<file path="src/rtl/fb_pkg.sv">
// Shared types and default image constants for the frame-buffer port arbiter.
package fb_pkg;

  typedef enum logic [1:0] {
    IDLE  = 2'd0,
    DRAIN = 2'd1,
    CLEAR = 2'd2
  } fb_state_t;

  localparam int IMG_WIDTH  = 200;
  localparam int IMG_HEIGHT = 138;
  localparam int MEM_WORDS  = IMG_WIDTH * IMG_HEIGHT;

  localparam int RGB_R_W = 5;
  localparam int RGB_G_W = 6;
  localparam int RGB_B_W = 5;

endpackage

</file>
<file path="src/rtl/fb_port_arbiter_if.sv">
// Single-port BSRAM bus between the arbiter (master) and the Gowin_SP RAM (slave).
interface fb_port_arbiter_if #(
  parameter int ADDR_W = 15,
  parameter int DATA_W = 16
);
  logic              RAM_CE;
  logic              RAM_WRE;
  logic [ADDR_W-1:0] RAM_AD;
  logic [DATA_W-1:0] RAM_DIN;
  logic [DATA_W-1:0] RAM_DOUT;

  modport master (
    output RAM_CE, RAM_WRE, RAM_AD, RAM_DIN,
    input  RAM_DOUT
  );

  modport slave (
    input  RAM_CE, RAM_WRE, RAM_AD, RAM_DIN,
    output RAM_DOUT
  );
endinterface

</file>
<file path="src/rtl/fb_wr_fifo.sv">
// Synchronous {addr,data} write queue with registered full/empty/count flags.
module fb_wr_fifo #(
  parameter  int DEPTH = 8,
  parameter  int WIDTH = 31,
  localparam int PW    = $clog2(DEPTH),
  localparam int CW    = PW + 1
) (
  input  logic             clk,
  input  logic             rst,
  input  logic             push,
  input  logic [WIDTH-1:0] din,
  input  logic             pop,
  output logic [WIDTH-1:0] dout,
  output logic             full,
  output logic             empty,
  output logic [CW-1:0]    count
);

  logic [WIDTH-1:0] mem [DEPTH];
  logic [PW-1:0]    wr_ptr;
  logic [PW-1:0]    rd_ptr;
  logic [CW-1:0]    count_nxt;

  always_comb begin
    count_nxt = count;
    case ({push, pop})
      2'b10:   count_nxt = count + CW'(1);
      2'b01:   count_nxt = count - CW'(1);
      default: count_nxt = count;
    endcase
  end

  always_ff @(posedge clk) begin
    if (rst) begin
      wr_ptr <= '0;
      rd_ptr <= '0;
      count  <= '0;
      full   <= 1'b0;
      empty  <= 1'b1;
    end else begin
      if (push) wr_ptr <= wr_ptr + PW'(1);
      if (pop)  rd_ptr <= rd_ptr + PW'(1);
      count <= count_nxt;
      full  <= (count_nxt == CW'(DEPTH));
      empty <= (count_nxt == '0);
    end
  end

  // Storage is not reset; validity is tracked by the pointers and count.
  always_ff @(posedge clk) begin
    if (push) mem[wr_ptr] <= din;
  end

  assign dout = mem[rd_ptr];

endmodule

</file>
<file path="src/rtl/fb_port_arbiter.sv">
// Arbitrates the image BSRAM between display reads, queued pixel writes and a clear engine.
// Optional statistics outputs are enabled with FB_ARB_STATS_EN.
module fb_port_arbiter #(
  parameter int ADDR_W     = 15,
  parameter int DATA_W     = 16,
  parameter int MEM_WORDS  = fb_pkg::MEM_WORDS,
  parameter int FIFO_DEPTH = 8,
  parameter int RAM_LAT    = 1
) (
  input  logic                 PixelClk,
  input  logic                 RST,
  input  logic                 RD_REQ,
  input  logic [ADDR_W-1:0]    RD_ADDR,
  output logic [DATA_W-1:0]    RD_DATA,
  output logic                 RD_VALID,
  input  logic                 WR_VALID,
  output logic                 WR_READY,
  input  logic [ADDR_W-1:0]    WR_ADDR,
  input  logic [DATA_W-1:0]    WR_DATA,
  input  logic                 CLR_START,
  input  logic [DATA_W-1:0]    CLR_COLOR,
  output logic                 CLR_BUSY,
  output logic                 CLR_DONE,
  fb_port_arbiter_if.master    ram
`ifdef FB_ARB_STATS_EN
  ,
  output logic [15:0]                    WR_STALL_CNT,
  output logic [$clog2(FIFO_DEPTH):0]    FIFO_HWM
`endif
);
  import fb_pkg::*;

  localparam int CW = $clog2(FIFO_DEPTH) + 1;
  localparam int EW = ADDR_W + DATA_W;
  localparam logic [ADDR_W-1:0] CLR_LAST = ADDR_W'(MEM_WORDS - 1);

  // IDLE: port free for queued writes | DRAIN: flushing queue before clear | CLEAR: filling buffer
  fb_state_t state;
  fb_state_t state_nxt;

  logic [ADDR_W-1:0]  clr_addr;
  logic [DATA_W-1:0]  clr_color;
  logic               clr_done_q;
  logic               clr_grant;
  logic               clr_last_wr;
  logic               wr_ready;
  logic               fifo_push;
  logic               fifo_pop;
  logic               fifo_full;
  logic               fifo_empty;
  logic [CW-1:0]      fifo_count;
  logic [EW-1:0]      fifo_head;
  logic [RAM_LAT-1:0] rd_pipe;

  fb_wr_fifo #(
    .DEPTH (FIFO_DEPTH),
    .WIDTH (EW)
  ) u_wr_fifo (
    .clk   (PixelClk),
    .rst   (RST),
    .push  (fifo_push),
    .din   ({WR_ADDR, WR_DATA}),
    .pop   (fifo_pop),
    .dout  (fifo_head),
    .full  (fifo_full),
    .empty (fifo_empty),
    .count (fifo_count)
  );

  always_ff @(posedge PixelClk) begin
    if (RST) begin
      state      <= IDLE;
      clr_addr   <= '0;
      clr_color  <= '0;
      clr_done_q <= 1'b0;
    end else begin
      state      <= state_nxt;
      clr_done_q <= clr_last_wr;
      if (state == IDLE && CLR_START) clr_color <= CLR_COLOR;
      if (clr_grant) clr_addr <= clr_last_wr ? '0 : clr_addr + ADDR_W'(1);
    end
  end

  // A push landing on the cycle the queue reads empty keeps DRAIN alive one more cycle.
  always_comb begin
    state_nxt = state;
    unique case (state)
      IDLE:    if (CLR_START) state_nxt = DRAIN;
      DRAIN:   if (fifo_empty && !fifo_push) state_nxt = CLEAR;
      CLEAR:   if (clr_last_wr) state_nxt = IDLE;
      default: state_nxt = IDLE;
    endcase
  end

  always_comb begin
    wr_ready    = !RST && !fifo_full && (state != CLEAR);
    fifo_push   = WR_VALID && wr_ready;
    clr_grant   = !RST && !RD_REQ && (state == CLEAR);
    clr_last_wr = clr_grant && (clr_addr == CLR_LAST);
    fifo_pop    = !RST && !RD_REQ && (state != CLEAR) && !fifo_empty;

    ram.RAM_CE  = 1'b1;
    ram.RAM_WRE = clr_grant || fifo_pop;
    ram.RAM_AD  = fifo_head[EW-1:DATA_W];
    ram.RAM_DIN = fifo_head[DATA_W-1:0];
    if (RD_REQ) begin
      ram.RAM_AD = RD_ADDR;
    end else if (state == CLEAR) begin
      ram.RAM_AD  = clr_addr;
      ram.RAM_DIN = clr_color;
    end

    WR_READY = wr_ready;
    CLR_BUSY = (state != IDLE);
    CLR_DONE = clr_done_q;
  end

  always_ff @(posedge PixelClk) begin
    if (RST) begin
      rd_pipe <= '0;
    end else begin
      rd_pipe[0] <= RD_REQ;
      for (int i = 1; i < RAM_LAT; i++) rd_pipe[i] <= rd_pipe[i-1];
    end
  end

  assign RD_VALID = rd_pipe[RAM_LAT-1];
  assign RD_DATA  = ram.RAM_DOUT;

`ifdef FB_ARB_STATS_EN
  always_ff @(posedge PixelClk) begin
    if (RST) begin
      WR_STALL_CNT <= '0;
      FIFO_HWM     <= '0;
    end else begin
      if (WR_VALID && !wr_ready && WR_STALL_CNT != 16'hFFFF)
        WR_STALL_CNT <= WR_STALL_CNT + 16'd1;
      if (fifo_count > FIFO_HWM) FIFO_HWM <= fifo_count;
    end
  end
`endif

endmodule

</file>
<file path="src/flat_wrapper.sv">
// flat-port wrapper written by rule: the top's interface ports become plain ports
module fb_port_arbiter_flat import fb_pkg::*;
#(
  parameter int ADDR_W     = 15,
  parameter int DATA_W     = 16,
  parameter int MEM_WORDS  = fb_pkg::MEM_WORDS,
  parameter int FIFO_DEPTH = 8,
  parameter int RAM_LAT    = 1
)
  (PixelClk, RST, RD_REQ, RD_ADDR, RD_DATA, RD_VALID, WR_VALID, WR_READY, WR_ADDR, WR_DATA, CLR_START, CLR_COLOR, CLR_BUSY, CLR_DONE, ram_RAM_CE, ram_RAM_WRE, ram_RAM_AD, ram_RAM_DIN, ram_RAM_DOUT);
  fb_port_arbiter_if #(.ADDR_W(ADDR_W), .DATA_W(DATA_W)) ram_i ();
  input  logic PixelClk;
  input  logic RST;
  input  logic RD_REQ;
  input  logic [ADDR_W-1:0] RD_ADDR;
  output logic [DATA_W-1:0] RD_DATA;
  output logic RD_VALID;
  input  logic WR_VALID;
  output logic WR_READY;
  input  logic [ADDR_W-1:0] WR_ADDR;
  input  logic [DATA_W-1:0] WR_DATA;
  input  logic CLR_START;
  input  logic [DATA_W-1:0] CLR_COLOR;
  output logic CLR_BUSY;
  output logic CLR_DONE;
  output wire logic [$bits(ram_i.RAM_CE)-1:0] ram_RAM_CE;
  output wire logic [$bits(ram_i.RAM_WRE)-1:0] ram_RAM_WRE;
  output wire logic [$bits(ram_i.RAM_AD)-1:0] ram_RAM_AD;
  output wire logic [$bits(ram_i.RAM_DIN)-1:0] ram_RAM_DIN;
  input wire logic [$bits(ram_i.RAM_DOUT)-1:0] ram_RAM_DOUT;
  assign ram_RAM_CE = ram_i.RAM_CE;
  assign ram_RAM_WRE = ram_i.RAM_WRE;
  assign ram_RAM_AD = ram_i.RAM_AD;
  assign ram_RAM_DIN = ram_i.RAM_DIN;
  assign ram_i.RAM_DOUT = ram_RAM_DOUT;
  fb_port_arbiter #(.ADDR_W(ADDR_W), .DATA_W(DATA_W), .MEM_WORDS(MEM_WORDS), .FIFO_DEPTH(FIFO_DEPTH), .RAM_LAT(RAM_LAT)) u_core (.PixelClk(PixelClk), .RST(RST), .RD_REQ(RD_REQ), .RD_ADDR(RD_ADDR), .RD_DATA(RD_DATA), .RD_VALID(RD_VALID), .WR_VALID(WR_VALID), .WR_READY(WR_READY), .WR_ADDR(WR_ADDR), .WR_DATA(WR_DATA), .CLR_START(CLR_START), .CLR_COLOR(CLR_COLOR), .CLR_BUSY(CLR_BUSY), .CLR_DONE(CLR_DONE), .ram(ram_i));
endmodule
</file>
<file path="config.mk">
export PLATFORM = sky130hd
export DESIGN_NAME = fb_port_arbiter_flat
export DESIGN_NICKNAME = d
export VERILOG_FILES = /design/src/rtl/fb_pkg.sv /design/src/rtl/fb_port_arbiter_if.sv /design/src/rtl/fb_wr_fifo.sv /design/src/rtl/fb_port_arbiter.sv /design/src/flat_wrapper.sv
export SDC_FILE = /design/constraint.sdc
export NUM_CORES = 1
export LEC_CHECK = 0
export CAP_MARGIN = 20
export CORE_MARGIN = 3
export CORE_UTILIZATION = 45
export DETAILED_ROUTE_END_ITERATION = 12
export GPL_ROUTABILITY_DRIVEN = 0
export PLACE_DENSITY = 0.74
export SLEW_MARGIN = 10
export SYNTH_ARGS = -nofsm -noshare
export SYNTH_HDL_FRONTEND = slang
export SYNTH_SLANG_ARGS = --single-unit
</file>
<file path="constraint.sdc">
create_clock -name PixelClk -period 6.45 [get_ports PixelClk]
set_input_delay 0.645 -clock PixelClk [delete_from_list [all_inputs] [get_ports PixelClk]]
set_output_delay 0.645 -clock PixelClk [all_outputs]
set_load 0.01 [all_outputs]
</file>
==> out/results.tsv, run 1 <==
metric	value	unit
syn_area_per_cell	16.72	um2
yosys.area.top_type	edfxtp_1	
insertion_delay	0.54	ns
numCtsBuffers	30	
p_clk_frac	0.409	
post_cts_buffers	0	
p_sw	0.8546	mW
grt_pass1_wl	38.51	mm
syn_inst	715	
p_int	3.247	mW
drtPass1Iterations	5	
cts_sinks	298	
seq_area_frac_synth	0.7067	
clockBufferDepth	3	
cp.required	5.80	ns
syn-num-nets	803	
synth_top_flop_cell	edfxtp_1	
slew_headroom	0.3565	
power.density	288.3	nW/um2
worst_pin_slew	0.9653	ns
seqPwrFrac	0.522	
die_w	169.0	um
route.detailed.drc	0	
finalInstanceArea	14230	um2
p_leak	4.528	nW
crit_family	buffers and inverters	
r2r_end	u_core.u_wr_fifo.empty	
dieArea	28560	um2
ant_nets	0	
placed_area	13260	um2
cts_tree	done	
switching_share	0.2083	
die_y	169.0	um
drt-initial-drc-count	498	
cp_slowest_cell	dfxtp_4	
fin_crit_sh	0.6409	
setup_viol	0	
nNetsFinal	896	
fin_crit	4.133	ns
timing.final.max_slew_violations	0	
antenna_found_initial	1	
cap_violations	0	
status	complete, no violations	
vias_per_cell	5.589	
critPathLaunchType	flip-flop	
path_max_fanout	42	
yosys.area.top_type_share	0.6230	
path_class	reg -> out	
worst-path-buf-inv	2	
finalHoldViolations	0	
hold_depth	2	
synthTopCellsByArea	edfxtp_1 (62%), mux4_2 (11%), dfxtp_1 (8.4%), mux2i_1 (2.9%), a21oi_1 (1.7%)	
yosys_warnings	0	
timing.fmax	241.9	MHz
ff2ff_path_depth	9	
combPwrFrac	0.069	
cp.arrival	3.49	ns
port-buffer-count	102	
hold_path.class	reg -> reg	
cts_root_buffer	clkbuf_16	
rsz0062_at_grt	no	
synth.ff_latch_count	298	
row_count	59	
tns	0	ns
cts.repair.resized	0	
yosys.cell_types.count	52	
synth_area	11950	um2
nFillCells	1962	
hold_slack	0.4590	ns
gr-total-overflow	0	
critical_path.endpoint_type	output pin	
wl	25.31	mm
async_reset_ff_frac	0	
finClkSkew	0.008608	ns
ir_drop	174.2	uV
dp_hpwl	14.31	mm
reg2reg_slack	3.66	ns
stdcell_count	1166	
via_count	6517	
core_area	26060	um2
hold_end	u_core.clr_color[13]	
start_util	0.4587	
clk_pin_slew	0.06	ns
layout-drive-gt1-share	0.1711	
crit_chain	buf_4, mux4_2, mux2i_1, o21ai_0, clkdlybuf4s50_1	
rr_startpoint	u_core.u_wr_fifo.full	
post_drt_wl_per_cell	21.70	um
place_ws	2.701	ns
grt_max_degree	64	
grt_usage	0.1750	
power	4.102	mW
cts.hold.buffers_added	0	
post-route-util	0.5460	
postLayoutSetupSlackWorst	2.317	ns
ctsHtreeMaxLevel	1	
grt_pass1_vias	6570	
numPlacedInstances	1111	
hp-start	u_core.clr_color[13]	
synth_edf_count	248	
synthToLayoutAreaGrowth	19.02	%
max_stage_delay	0.90	ns
io_pins	136	
==> worst max path at each step <==
| stage | cells after the start | start | to | slack (ns) |
|---|---|---|---|---|
| after floorplan | 4 | RST | u_core.u_wr_fifo.mem[0][0] | 1.53 |
| after global routing | 7 | flip-flop | ram_RAM_AD[13] | 2.03 |
| after CTS | 5 | flip-flop | ram_RAM_DIN[0] | 2.20 |
| final | 5 | flip-flop | ram_RAM_AD[1] | 2.32 |
| after global placement | 5 | RD_REQ | ram_RAM_DIN[2] | 2.70 |
| after detailed placement | 6 | RD_REQ | ram_RAM_DIN[2] | 2.70 |
==> layout make-up <==
type,count,area (um2),share of cell area
Antenna cell,1,2.502,0.0001759
Clock buffer,37,828.3,0.05822
Clock inverter,17,140.1,0.009850
Inverter,5,18.77,0.001319
Multi-Input combinational cell,358,3251,0.2285
Sequential cell,298,8454,0.5942
Tap cell,335,419.2,0.02946
Timing Repair Buffer,115,1114,0.07827
==> power by group through the flow <==
stage               clock, mW  combinational [mW]  sequential, mW
floorplan                   0               0.159            2.17
global placement            0               0.281            2.18
detailed placement          0               0.284            2.18
CTS                      1.71               0.286            2.14
global route             1.79               0.306            2.14
finish                   1.68               0.282            2.14
==> layer usage <==
layer | track usage | part of all wire
met4 | 0.04940 | 0.023
met2 | 0.2865 | 0.49
met1 | 0.2448 | 0.44
met5 | 0 | 0.00079
met3 | 0.03036 | 0.051
==> state kept, by name, summed over array words and instances, names as in the netlist, named ones only <==
signal,cells
u_core.u_wr_fifo.mem,248
u_core.clr_color,16
u_core.clr_addr,15
u_core.u_wr_fifo.count,4
u_core.u_wr_fifo.rd_ptr,3
u_core.u_wr_fifo.wr_ptr,3
u_core.state,2
u_core.CLR_DONE,1
u_core.RD_VALID,1
u_core.u_wr_fifo.empty,1
u_core.u_wr_fifo.full,1
==> cell usage in the layout, fill, tap and decap left out, types with 3 or more instances in the layout <==
master           instances
clkinv_1                 4
clkinv_2                 7
mux4_2                  60
dfxtp_1                 47
ha_1                     5
inv_1                    5
and3_1                   5
clkdlybuf4s50_1        101
nor2b_1                  4
nand2_1                 51
nor3_1                   3
nor2_4                   3
clkbuf_16               31
clkbuf_1                 3
edfxtp_1               248
a22oi_1                 15
o21ai_0                 19
clkbuf_8                 3
buf_4                   13
nand4_1                  8
nor2_1                  44
nor3_2                   4
xor2_1                  12
xnor2_1                  5
a21oi_1                 41
mux2i_1                 35
nand3_1                  6
nand2b_1                 7
==> worst min-delay path, cell delays in order (launching register included) <==
cell and delay (ns):
dfxtp_1 0.31, nand2_1 0.05, a21oi_1 0.05
==> cell usage after synthesis (6+ instances only) <==
cell type,number
a22oi_1,15
nand2_1,51
nand3_1,6
nor2_1,47
buf_4,17
dfxtp_1,50
o21ai_0,19
mux4_2,60
a21oi_1,41
nor3_1,7
clkbuf_1,22
buf_2,8
nand2b_1,7
xor2_1,12
edfxtp_1,248
nand4_1,8
mux2i_1,35
==> cells by family after synthesis <==
logic type,share of synthesized area
fa+ha+maj,0.005233
compound gates,0.04281
mux,0.1455
xor+xnor,0.01246
other cells,0.0003137
buf+inv,0.02543
flops,0.7067
simple gates,0.06155
No activity file was read; power rests on OpenSTA's default activity.
==> run 2, diff against run 1 <==
==> constraint.sdc (replaced) <==
create_clock -name PixelClk -period 4 [get_ports PixelClk]
set_input_delay 0.4 -clock PixelClk [delete_from_list [all_inputs] [get_ports PixelClk]]
set_output_delay 0.4 -clock PixelClk [all_outputs]
set_load 0.01 [all_outputs]
==> run 2 against run 1 <==
  * Clock power rose by 69%
  * Non-clock buffer count rose by 8
  * Die area did not move
  * Sequential cell count did not move
  * Global-route usage barely moved
  * Register-to-register slack got worse by 2.4 ns
  * Combinational power rose by 66%
  * Clock-buffer cell count fell by 3
  * Sequential share of layout area fell by 0.51 points
  * Clock skew fell by 0.00092 ns
  * Critical path depth did not move
==> out/results.tsv, run 2 (synthesis results as in run 1) <==
metric	value	unit	change
status	complete, no violations		unchanged
numCtsBuffers	29		was 30
insertion_delay	0.53	ns	was 0.54 ns
max_stage_delay	0.62	ns	was 0.90 ns
stdcell_count	1173		was 1166
cap_violations	0		unchanged
finClkSkew	0.007690	ns	was 0.008608 ns
fin_crit	3.451	ns	
row_count	59		unchanged
ff2ff_path_depth	9		unchanged
timing.final.max_slew_violations	0		unchanged
reg_top3	u_core.u_wr_fifo.mem (248), u_core.clr_color (16), u_core.clr_addr (15)		unchanged
fin_crit_sh	0.8628		
critPathLaunchType	flip-flop		unchanged
core_area	26060	um2	unchanged
vias_per_cell	5.537		was 5.589
final_cell_mix	edfxtp_1 (248), clkdlybuf4s50_1 (101), mux4_2 (60)		unchanged
gr-total-overflow	0		unchanged
grt_pass1_vias	6704		was 6570
cp.required	3.60	ns	was 5.80 ns
start_util	0.4587		unchanged
io_pins	136		unchanged
cts.hold.buffers_added	0		unchanged
cts.repair.resized	0		unchanged
finalInstanceArea	14350	um2	was 14230 um2
cts_root_buffer	clkbuf_16		unchanged
die_w	169.0	um	unchanged
wl	25.25	mm	was 25.31 mm
cts_tree	done		unchanged
tns	0	ns	unchanged
dieArea	28560	um2	unchanged
critical_path.endpoint_type	output pin		unchanged
post_drt_wl_per_cell	21.52	um	was 21.70 um
drtPass1Iterations	5		unchanged
worst_pin_slew	0.7828	ns	was 0.9653 ns
path_class	reg -> out		unchanged
largest_reg_flops	248		unchanged
final_common_cell	edfxtp_1		unchanged
setup_viol	0		unchanged
antenna_found_initial	3		was 1
p_leak	4.580	nW	was 4.528 nW
path_max_fanout	22		was 42
via_count	6495		was 6517
hold_depth	2		unchanged
clk_pin_slew	0.07	ns	was 0.06 ns
placed_area	13340	um2	was 13260 um2
hold_path.class	in -> reg		was reg -> reg
rsz0062_at_grt	no		unchanged
ctsHtreeMaxLevel	1		unchanged
synthToLayoutAreaGrowth	20.05	%	was 19.02%
numPlacedInstances	1119		was 1111
post_cts_buffers	0		unchanged
cts_sinks	298		unchanged
slew_headroom	0.4781		was 0.3565
grt_pass1_wl	38.81	mm	was 38.51 mm
timing.fmax	289.8	MHz	
port-buffer-count	102		unchanged
route.detailed.drc	0		unchanged
clockBufferDepth	3		unchanged
nNetsFinal	903		was 896
finalHoldViolations	0		unchanged
drt-initial-drc-count	662		was 498
grt_max_degree	33		was 64
dp_hpwl	15.12	mm	was 14.31 mm
crit_chain	buf_4, mux4_2, mux2i_1, a21oi_1, clkdlybuf4s50_1		was buf_4, mux4_2, mux2i_1, o21ai_0, clkdlybuf4s50_1
die_y	169.0	um	unchanged
hold_slack	0.2684	ns	was 0.4590 ns
cp_slowest_cell	dfxtp_4		unchanged
ir_drop	254.1	uV	was 174.2 uV
grt_usage	0.1749		was 0.1750
largest_register	u_core.u_wr_fifo.mem		unchanged
power.density	470.7	nW/um2	was 288.3 nW/um2
nFillCells	1935		was 1962
cp.arrival	3.05	ns	was 3.49 ns
layout-drive-gt1-share	0.1792		was 0.1711
ant_nets	0		unchanged
run 2: cell types whose count changed in the layout (fill, tap and decap cells not counted), sizes merged:
cell / before / now
inv: 6 / 7
clkbuf: 37 / 34
buf: 14 / 22
clkinv: 12 / 9
bufinv: 2 / 5
clkinvlp: 2 / 3
run 2: cell type report:
| cell class | instances | area (um2) | area share |
|---|---|---|---|
| diodes | 1 | 2.502 | 0.0001744 |
| multi-input cells | 358 | 3259 | 0.2271 |
| inverters | 5 | 18.77 | 0.001308 |
| clock buffers | 34 | 764.5 | 0.05327 |
| clock inverters | 19 | 246.5 | 0.01718 |
| flip-flops and latches | 298 | 8454 | 0.5891 |
| repair buffers | 123 | 1186 | 0.08265 |
| well taps | 335 | 419.2 | 0.02921 |
run 2: critical path: cells and delay by family (launching register included):
kind / cells / cell delay [ns]
AO/OA/AOI/OAI: 1 / 0.14
buffers and inverters: 2 / 0.84
flip-flops: 1 / 0.62
multiplexers: 2 / 0.90
run 2: layer usage:
layer,routed length (um),GRT usage,share of wire,up-vias
li1,-,-,-,2971
met5,34,0,0.0013,-
met3,1680,0.03363,0.067,56
met4,699,0.05857,0.028,4
met1,10570,0.2408,0.42,3231
met2,12270,0.2839,0.49,233
run 2: where the power goes:
part           total (mW)  leakage, nW  internal [mW]  switching [mW]
Clock                2.84        0.484           1.70            1.14
Sequential           3.45         2.65           3.41          0.0339
Combinational       0.469         1.45          0.238           0.231
Total                6.76         4.58           5.35            1.41
run 2: final timing paths:
| kind | startpoint | slack [ns] | endpoint |
|---|---|---|---|
| max | flip-flop | 0.55 | ram_RAM_DIN[15] |
| min | RST | 0.27 | u_core.RD_VALID |
| max reg2reg | u_core.u_wr_fifo.full | 1.29 | u_core.u_wr_fifo.full |
| min reg2reg | u_core.clr_color[3] | 0.46 | u_core.clr_color[3] |
run 2: metrics by stage:
step / setup WS [ns] / power (mW) / util
floorplan: 0.1307 / 3.756 / -
global placement: 0.9225 / 3.975 / 0.5118
detailed placement: 0.8451 / 3.983 / 0.5118
CTS: 0.5108 / 6.816 / 0.5506
global route: 0.3889 / 6.985 / 0.5507
finish: 0.5490 / 6.755 / 0.5507
==> run 3, diff against run 2 <==
==> constraint.sdc (replaced) <==
create_clock -name PixelClk -period 3.25 [get_ports PixelClk]
set_input_delay 0.65 -clock PixelClk [delete_from_list [all_inputs] [get_ports PixelClk]]
set_output_delay 0.65 -clock PixelClk [all_outputs]
set_load 0.01 [all_outputs]
==> run 3 against run 2 <==
  * Sequential share of layout area decreased by 2.1 points
  * Final area increased by 3.8%
  * Clock skew about the same
  * Total power increased by 28%
  * Clock power increased by 32%
  * Via count increased by 1.8%
  * Routed wire length increased by 1.9%
  * Combinational power increased by 34%
  * Critical path type is now in -> out
  * Worst hold slack improved by 0.085 ns
  * Highest routed layer unchanged
==> out/results.tsv, run 3 (synthesis results as in run 1) <==
metric	value	unit	change
status	complete, no violations		unchanged
finClkSkew	0.007512	ns	was 0.007690 ns
final_common_cell	edfxtp_1		unchanged
p_leak	4.963	nW	was 4.580 nW
path_class	in -> out		was reg -> out
row_count	59		unchanged
ir_drop	357.5	uV	was 254.1 uV
synthToLayoutAreaGrowth	24.61	%	was 20.05%
vias_per_cell	5.530		was 5.537
port-buffer-count	102		unchanged
setup_viol	0		unchanged
dp_hpwl	16.47	mm	was 15.12 mm
drt-initial-drc-count	628		was 662
final_cell_mix	edfxtp_1 (248), clkdlybuf4s50_1 (80), mux4_2 (60)		was edfxtp_1 (248), clkdlybuf4s50_1 (101), mux4_2 (60)
gr-total-overflow	0		unchanged
cts.hold.buffers_added	0		unchanged
finalInstanceArea	14900	um2	was 14350 um2
hold_path.class	in -> reg		unchanged
route.detailed.drc	0		unchanged
post-route-util	0.5716		was 0.5507
clk_pin_slew	0.06	ns	was 0.07 ns
finalHoldViolations	0		unchanged
fin_crit_sh	0.9703		
cp.required	2.60	ns	was 3.60 ns
power.density	578.5	nW/um2	was 470.7 nW/um2
cp.arrival	2.50	ns	was 3.05 ns
ctsHtreeMaxLevel	1		unchanged
via_count	6614		was 6495
critPathLaunchType	input port		was flip-flop
grt_max_degree	64		was 33
post_drt_wl_per_cell	21.51	um	was 21.52 um
clockBufferDepth	3		unchanged
core_area	26060	um2	unchanged
grt_usage	0.1796		was 0.1749
worst_pin_slew	0.7886	ns	was 0.7828 ns
largest_reg_flops	248		unchanged
start_util	0.4587		unchanged
grt_pass1_wl	39.68	mm	was 38.81 mm
numCtsBuffers	29		unchanged
grt_pass1_vias	6698		was 6704
path_max_fanout	10		was 22
io_pins	136		unchanged
critical_path.endpoint_type	output pin		unchanged
rsz0062_at_grt	yes		was no
cts_sinks	298		unchanged
nNetsFinal	926		was 903
slew_headroom	0.4730		was 0.4781
cp_slowest_cell	clkdlybuf4s50_1		was dfxtp_4
ant_nets	0		unchanged
layout-drive-gt1-share	0.2221		was 0.1792
insertion_delay	0.54	ns	was 0.53 ns
cts_root_buffer	clkbuf_16		unchanged
reg_top3	u_core.u_wr_fifo.mem (248), u_core.clr_color (16), u_core.clr_addr (15)		unchanged
largest_register	u_core.u_wr_fifo.mem		unchanged
placed_area	13590	um2	was 13340 um2
cts_tree	done		unchanged
wl	25.73	mm	was 25.25 mm
dieArea	28560	um2	unchanged
die_w	169.0	um	unchanged
antenna_found_initial	3		unchanged
timing.final.max_slew_violations	0		unchanged
timing.fmax	317.1	MHz	
crit_chain	clkdlybuf4s50_1, buf_4, nor2_1, buf_4, a22oi_1, o21ai_0, clkdlybuf4s50_1		was buf_4, mux4_2, mux2i_1, a21oi_1, clkdlybuf4s50_1
fin_crit	3.154	ns	
max_stage_delay	0.52	ns	was 0.62 ns
die_y	169.0	um	unchanged
drtPass1Iterations	5		unchanged
cap_violations	0		unchanged
## run 3: area by class of cell
| type | count | area [um2] |
|---|---|---|
| Sequential cell | 298 | 8457 |
| Antenna cell | 1 | 2.502 |
| Inverter | 5 | 18.77 |
| Timing Repair Buffer | 146 | 1526 |
| Multi-Input combinational cell | 358 | 3397 |
| Fill cell | 1946 | 11160 |
| Clock inverter | 17 | 322.8 |
| Tap cell | 335 | 419.2 |
| Clock buffer | 36 | 752.0 |
## run 3: repair_timing
action	CTS	global route
setup endpoints to repair	26	17
setup buffers	5	2
resized for setup	27	23
## run 3: final timing paths
check,slack (ns),depth (start not counted),start,endpoint
setup / recovery,0.1,7,RD_REQ,ram_RAM_AD[3]
hold reg to reg,0.46,2,u_core.clr_color[2],u_core.clr_color[2]
hold / removal,0.35,2,RST,u_core.RD_VALID
setup reg to reg,0.93,8,u_core.state[0],u_core.u_wr_fifo.empty
## run 3: power breakdown
group | internal [mW] | total [mW] | switching (mW)
Sequential | 4.20 | 4.23 | 0.0341
Clock | 2.36 | 3.76 | 1.39
Combinational | 0.320 | 0.629 | 0.308
## run 3: worst max-delay path, delay by kind of cell
family | cells | cell delay [ns]
simple gates | 1 | 0.06
compound gates | 2 | 0.46
buf+inv | 4 | 1.33
## run 3: per-layer routing
metal | up-vias | GRT usage | part of all wire
li1 | 3021 | - | -
met2 | 206 | 0.3022 | 0.50
met5 | - | 0 | 0.0013
met1 | 3335 | 0.2443 | 0.41
met4 | 4 | 0.04940 | 0.022
met3 | 48 | 0.03176 | 0.065
## run 3: stage by stage
stage	setup TNS (ns)	instances	setup slack (ns)	power [mW]	hold WS, ns
after CTS	0	1193	0.0004521	8.678	0.3315
after global routing	-0.001590	1196	-0.001590	8.889	0.3317
after floorplan	-92.42	715	-0.8693	4.623	0.4367
final	0	1196	0.09639	8.617	0.3531
after detailed placement	0	1135	0.1382	4.927	0.4505
after global placement	0	1135	0.1358	4.911	0.4450
